<file path="src/rtl/xif_result_reorder_queue_pkg.sv">
// Shared types and constants for the X-IF result reorder queue.
// The entry struct is sized by these constants; the top's width parameters default to them and must stay equal.
package pa_rvfpm;

  localparam int RRQ_DEPTH      = 4;
  localparam int RRQ_X_ID_WIDTH = 4;
  localparam int RRQ_FLEN       = 32;
  localparam int RRQ_RD_WIDTH   = 5;
  localparam int RRQ_PTR_W      = $clog2(RRQ_DEPTH);

  typedef struct packed {
    logic                      pend;
    logic                      committed;
    logic                      killed;
    logic                      done;
    logic [RRQ_X_ID_WIDTH-1:0] id;
    logic [RRQ_RD_WIDTH-1:0]   rd;
    logic                      we;
    logic                      exc;
    logic [RRQ_FLEN-1:0]       data;
  } rrq_entry_t;

endpackage

</file>
<file path="src/rtl/xif_result_reorder_queue_id_cam.sv">
// DEPTH-way id comparator: one-hot match against the valid (pending) entries plus a hit flag.
module rrq_id_cam
  import pa_rvfpm::*;
#(
  parameter int DEPTH      = RRQ_DEPTH,
  parameter int X_ID_WIDTH = RRQ_X_ID_WIDTH
) (
  input  logic [DEPTH-1:0]                 i_valid,
  input  logic [DEPTH-1:0][X_ID_WIDTH-1:0] i_ids,
  input  logic [X_ID_WIDTH-1:0]            i_key,
  output logic [DEPTH-1:0]                 o_match,
  output logic                             o_hit
);

  always_comb begin
    o_match = '0;
    for (int i = 0; i < DEPTH; i++) begin
      o_match[i] = i_valid[i] && (i_ids[i] == i_key);
    end
  end

  assign o_hit = |o_match;

endmodule

</file>
<file path="src/rtl/xif_result_reorder_queue.sv">
// In-order completion queue: merges X-IF commit/kill and execute-done events per id,
// retires strictly from head, emits committed results on the valid/ready result channel.
module xif_result_reorder_queue
  import pa_rvfpm::*;
#(
  parameter int DEPTH      = RRQ_DEPTH,
  parameter int X_ID_WIDTH = RRQ_X_ID_WIDTH,
  parameter int FLEN       = RRQ_FLEN,
  parameter int RD_WIDTH   = RRQ_RD_WIDTH
) (
  input  logic                    ck,
  input  logic                    rst,
  input  logic                    alloc_valid,
  output logic                    alloc_ready,
  input  logic [X_ID_WIDTH-1:0]   alloc_id,
  input  logic [RD_WIDTH-1:0]     alloc_rd,
  input  logic                    alloc_we,
  input  logic                    commit_valid,
  input  logic [X_ID_WIDTH-1:0]   commit_id,
  input  logic                    commit_kill,
  input  logic                    exec_valid,
  input  logic [X_ID_WIDTH-1:0]   exec_id,
  input  logic [FLEN-1:0]         exec_data,
  input  logic                    exec_exc,
  output logic                    result_valid,
  input  logic                    result_ready,
  output logic [X_ID_WIDTH-1:0]   result_id,
  output logic [FLEN-1:0]         result_data,
  output logic [RD_WIDTH-1:0]     result_rd,
  output logic                    result_we,
  output logic                    result_exc,
  output logic [$clog2(DEPTH):0]  occupancy
);

  localparam int PTR_W = $clog2(DEPTH);
  localparam int OCC_W = PTR_W + 1;

  rrq_entry_t       r_ent [DEPTH];
  logic [PTR_W-1:0] r_head;
  logic [PTR_W-1:0] r_tail;
  logic [OCC_W-1:0] r_occ;

  logic [DEPTH-1:0]                 w_pend;
  logic [DEPTH-1:0][X_ID_WIDTH-1:0] w_ids;
  logic [DEPTH-1:0]                 w_commit_match;
  logic [DEPTH-1:0]                 w_exec_match;
  logic [DEPTH-1:0]                 w_alloc_match;
  logic                             w_commit_hit;
  logic                             w_exec_hit;
  logic                             w_alloc_hit;
  logic                             w_alloc_dup;
  logic                             w_full;
  logic                             w_alloc_fire;
  logic                             w_commit_new;
  rrq_entry_t                       w_head;
  logic                             w_head_kill;
  logic                             w_head_done;
  logic                             w_retire;

  always_comb begin
    w_pend = '0;
    w_ids  = '0;
    for (int i = 0; i < DEPTH; i++) begin
      w_pend[i] = r_ent[i].pend;
      w_ids[i]  = r_ent[i].id;
    end
  end

  rrq_id_cam #(.DEPTH(DEPTH), .X_ID_WIDTH(X_ID_WIDTH)) u_cam_commit (
    .i_valid (w_pend),
    .i_ids   (w_ids),
    .i_key   (commit_id),
    .o_match (w_commit_match),
    .o_hit   (w_commit_hit)
  );

  rrq_id_cam #(.DEPTH(DEPTH), .X_ID_WIDTH(X_ID_WIDTH)) u_cam_exec (
    .i_valid (w_pend),
    .i_ids   (w_ids),
    .i_key   (exec_id),
    .o_match (w_exec_match),
    .o_hit   (w_exec_hit)
  );

  rrq_id_cam #(.DEPTH(DEPTH), .X_ID_WIDTH(X_ID_WIDTH)) u_cam_alloc (
    .i_valid (w_pend),
    .i_ids   (w_ids),
    .i_key   (alloc_id),
    .o_match (w_alloc_match),
    .o_hit   (w_alloc_hit)
  );

  // Full comes from the registered count, so a same-cycle retire frees a slot only next cycle.
  assign w_full       = (r_occ == OCC_W'(DEPTH));
  assign w_alloc_dup  = w_alloc_hit | (|w_alloc_match);
  assign alloc_ready  = !w_full && !w_alloc_dup;
  assign w_alloc_fire = alloc_valid && alloc_ready;
  assign w_commit_new = commit_valid && !w_commit_hit && w_alloc_fire && (commit_id == alloc_id);

  assign w_head       = r_ent[r_head];
  assign w_head_kill  = w_head.pend && w_head.killed;
  assign w_head_done  = w_head.pend && w_head.committed && !w_head.killed && w_head.done;
  assign w_retire     = w_head_kill || (w_head_done && result_ready);

  assign result_valid = w_head_done;
  assign result_id    = w_head_done ? w_head.id   : '0;
  assign result_data  = w_head_done ? w_head.data : '0;
  assign result_rd    = w_head_done ? w_head.rd   : '0;
  assign result_we    = w_head_done && w_head.we;
  assign result_exc   = w_head_done && w_head.exc;
  assign occupancy    = r_occ;

  always_ff @(posedge ck) begin
    if (rst) begin
      r_head <= '0;
      r_tail <= '0;
      r_occ  <= '0;
      for (int i = 0; i < DEPTH; i++) begin
        r_ent[i] <= '0;
      end
    end else begin
      if (w_alloc_fire) r_tail <= r_tail + PTR_W'(1);
      if (w_retire)     r_head <= r_head + PTR_W'(1);
      r_occ <= r_occ + OCC_W'(w_alloc_fire) - OCC_W'(w_retire);
      for (int i = 0; i < DEPTH; i++) begin
        if (w_retire && (r_head == PTR_W'(i))) begin
          r_ent[i] <= '0;
        end else if (w_alloc_fire && (r_tail == PTR_W'(i))) begin
          r_ent[i] <= '{pend: 1'b1, committed: w_commit_new && !commit_kill,
                        killed: w_commit_new && commit_kill, done: 1'b0,
                        id: alloc_id, rd: alloc_rd, we: alloc_we, exc: 1'b0, data: '0};
        end else if (r_ent[i].pend) begin
          // Only the first commit/kill per entry counts; later ones are ignored.
          if (commit_valid && w_commit_match[i] && !r_ent[i].committed && !r_ent[i].killed) begin
            r_ent[i].killed    <= commit_kill;
            r_ent[i].committed <= !commit_kill;
          end
          if (exec_valid && w_exec_hit && w_exec_match[i] && !r_ent[i].killed && !r_ent[i].done) begin
            r_ent[i].done <= 1'b1;
            r_ent[i].data <= exec_data;
            r_ent[i].exc  <= exec_exc;
          end
        end
      end
    end
  end

endmodule
</file>
<file path="config.mk">
export PLATFORM = sky130hd
export DESIGN_NAME = xif_result_reorder_queue
export DESIGN_NICKNAME = d
export VERILOG_FILES = /design/src/rtl/xif_result_reorder_queue_pkg.sv /design/src/rtl/xif_result_reorder_queue_id_cam.sv /design/src/rtl/xif_result_reorder_queue.sv
export SDC_FILE = /design/constraint.sdc
export NUM_CORES = 1
export LEC_CHECK = 0
export CAP_MARGIN = 25
export CORE_MARGIN = 3
export CORE_UTILIZATION = 30
export DETAILED_ROUTE_END_ITERATION = 8
export GPL_ROUTABILITY_DRIVEN = 0
export HOLD_SLACK_MARGIN = 0.02
export PLACE_DENSITY_LB_ADDON = 0.25
export SYNTH_ARGS = -nofsm -noshare
export SYNTH_HDL_FRONTEND = slang
export SYNTH_SLANG_ARGS = --single-unit
</file>
<file path="constraint.sdc">
create_clock -name ck -period 9.46 [get_ports ck]
set_input_delay 1.892 -clock ck [delete_from_list [all_inputs] [get_ports ck]]
set_output_delay 1.892 -clock ck [all_outputs]
set_load 0.005 [all_outputs]
</file>
==> impl_metrics.json <==
{
  "synth-edff-count": 188,
  "via_per_inst": 4.604,
  "met2_usage_pct": 24.31,
  "crit_chain": "clkdlybuf4s50_1, xor2_1, nor3_1, a32o_1, a31o_2, nor2_1, clkdlybuf4s50_1",
  "wirelength_um": 24440,
  "cts_tree": "done",
  "register_area_mm2": 0.005831,
  "cts_resized": 0,
  "rr_worst_depth": 7,
  "hold_class": "flop to flop",
  "clock.fmax_mhz": 164.8,
  "cpMostUsedCell": "clkdlybuf4s50_1",
  "cap_violations": 0,
  "synth_top_area_share_pct": 56.51,
  "p_leak_nw": 4.187,
  "critPathRequiredTime_ps": 7570,
  "hold_path_depth": 2,
  "num_io_pins": 106,
  "grt_use_total_pct": 14.16,
  "yosys.area.top_type": "edfxtp_1",
  "ir_worst_vdd_mv": 0.1261,
  "r2r-end": "r_ent[2][0]",
  "diodes": 0,
  "syn2layout_area_growth_pct": 20.87,
  "dp_hpwl_um": 15260,
  "synth-seq-cells": 197,
  "hold_start": "r_tail[0]",
  "r2r_slack_ps": 5740,
  "fin_crit_ps": 6070,
  "status": "finished, final reports clean",
  "syn_avg_cell_area_um2": 14.11,
  "htree_num_levels": 4,
  "first_iter_violations": 300,
  "clk_latency_ps": 430,
  "clock_path_buffers": 2,
  "maxSlewHeadroom_pct": 45.55,
  "drc": 0,
  "synthTopCellsByArea": "edfxtp_1 57%, and2_1 11%, mux4_2 10%, xnor2_1 3.0%, nor2b_1 2.9%",
  "postCtsSetupBuffers": 0,
  "final-setup-viol-count": 0,
  "die_area_mm2": 0.03552,
  "hold_end": "r_tail[0]",
  "period_share_pct": 64.16,
  "arrival_ps": 4180,
  "synth.distinct_cells": 51,
  "drv_slew": 0,
  "slowest_delay_ps": 720,
  "path_class": "primary input to output pin",
  "synthCells": 708,
  "met3_usage_pct": 2.791,
  "antenna_left": 0,
  "end_kind": "output pin",
  "grt-ovfl-total": 0,
  "clock-sinks": 197,
  "tightest_slew_ps": 814.2,
  "port_buffers": 105,
  "path_max_fanout": 14,
  "ys.flop_type": "edfxtp_1",
  "ys_warn_count": 0,
  "cts_root_buf": "clkbuf_16",
  "start_util_pct": 30.55,
  "first_pass_iters": 5,
  "grt_max_degree": 47,
  "slowest_stage": "clkdlybuf4s50_1",
  "skew_ps": 12.96,
  "cp-start-kind": "primary input",
  "use_met1_pct": 18.43,
  "finalHoldViolCount": 0,
  "yosysSeqAreaShare_pct": 58.32,
  "grt_pass1_vias": 6271,
  "synthTopCellsByCount": "188 x edfxtp_1, 176 x and2_1, 46 x mux4_2, 46 x nor2b_1, 34 x xnor2_1",
  "synth_most_common_cell": "edfxtp_1",
  "grt_busiest_layer": "met2",
  "cts-hold-fix-buffers": 0,
  "power_w": 0.002234,
  "setup_tns_ps": 0,
  "power_density_mw_per_mm2": 185.1,
  "wire_per_inst_um": 19.48,
  "die_h_um": 188.5,
  "path_clk_slew_ps": 80,
  "cts_made_buffers": 17,
  "rows": 66,
  "layout.nets": 869,
  "die_w_um": 188.5,
  "post_route_cells_drive_above_1_share_pct": 13.90,
  "n_fill_cell": 3190,
  "core_mm2": 0.03270,
  "grt_pass1_wl_um": 37920,
  "multi_input_area_mm2": 0.003864,
  "antenna_found_initial": 2,
  "async_flop_share_pct": 0,
  "syn-cell-area_mm2": 0.009990,
  "route.vias.total": 5778,
  "synth_fp_nets": 777,
  "rsz0062_at_grt": "false"
}
## layer usage
layer,vias up,share of wire (%)
li1,2733,-
met5,-,0.094
met3,21,4.1
met4,4,1.2
met2,117,50
met1,2903,44
## worst max-delay path: cells and delay by family
family	cells	cell delay (ps)
buffers and inverters	2	1250
AOI/OAI and AO/OA	2	610
and+or+nand+nor	2	230
xor gates and xnor gates	1	190
## worst max-delay path by stage
stage                 from           to  slack (ps)  cells past startpoint
6_report       alloc_id[0]  alloc_ready        3390                      7
3_5_place_dp   alloc_id[0]  alloc_ready        3370                      7
4_1_cts        alloc_id[0]  alloc_ready        3350                      7
2_1_floorplan  alloc_id[0]  alloc_ready        4540                      7
3_3_place_gp   alloc_id[0]  alloc_ready        3400                      7
5_1_grt        alloc_id[0]  alloc_ready        3180                      7
## metrics by stage
stage | utilization (%) | cell area [um^2] | hold WS (ps) | worst slack [ps] | instances
CTS | 36.86 | 12050 | 541.0 | 3353 | 1254
floorplan | - | 9990 | 483.7 | 4540 | 708
detailed placement | 35.13 | 11490 | 529.4 | 3367 | 1222
global route | 36.92 | 12070 | 591.0 | 3181 | 1255
finish | 36.92 | 12070 | 536.8 | 3390 | 1255
global placement | 34.99 | 11440 | 503.4 | 3399 | 1220
## registers in the layout (all words and copies together) (netlist names), named ones only
register and flops:
r_ent 188, r_head 2, r_tail 2, occupancy 3
## power by group
group	switching, W	internal, W	leakage, nW	total [W]
combinational	0.000202	0.000214	1.86	0.000415
sequential	0.0000566	0.00107	2.05	0.00112
clock	0.000347	0.000349	0.276	0.000697
## layout by cell type, fill, tap and decap left out, types with 3 or more instances in the layout
| cell | count |
|---|---|
| nor4b_2 | 4 |
| nor4_1 | 7 |
| clkdlybuf4s50_1 | 105 |
| clkbuf_16 | 17 |
| clkinv_8 | 3 |
| nor2_1 | 8 |
| or2_2 | 3 |
| and2_1 | 176 |
| nand2b_1 | 8 |
| buf_4 | 11 |
| edfxtp_1 | 188 |
| inv_1 | 16 |
| nor3_1 | 10 |
| nand2_1 | 6 |
| a21oi_1 | 9 |
| ha_1 | 10 |
| mux4_2 | 46 |
| nand3_1 | 7 |
| dfxtp_1 | 7 |
| xnor2_1 | 34 |
| nand4_1 | 8 |
| xor2_1 | 21 |
| o21ai_0 | 4 |
| inv_6 | 5 |
| nor2b_1 | 46 |
| and3_1 | 4 |
## kinds of logic (layout without fill, tap and decap cells)
family	after synthesis	count (layout)	share of synthesized area (%)
AO/OA/AOI/OAI	33	33	2.793
XOR/XNOR	55	55	4.822
AND/OR/NAND/NOR	304	304	19.15
flip-flops	197	197	58.32
multiplexers	46	46	10.37
adder cells (fa/ha/maj)	11	11	1.453
buffers and inverters	62	167	3.094
## area by class of cell
type                            count  area share [%]
Clock buffer                       18           3.554
Clock inverter                     14           1.130
Inverter                           16          0.4974
Multi-Input combinational cell    449           32.00
Sequential cell                   197           48.29
Tap cell                          442           4.580
Timing Repair Buffer              119           9.948
No activity file was read; power rests on OpenSTA's default activity.
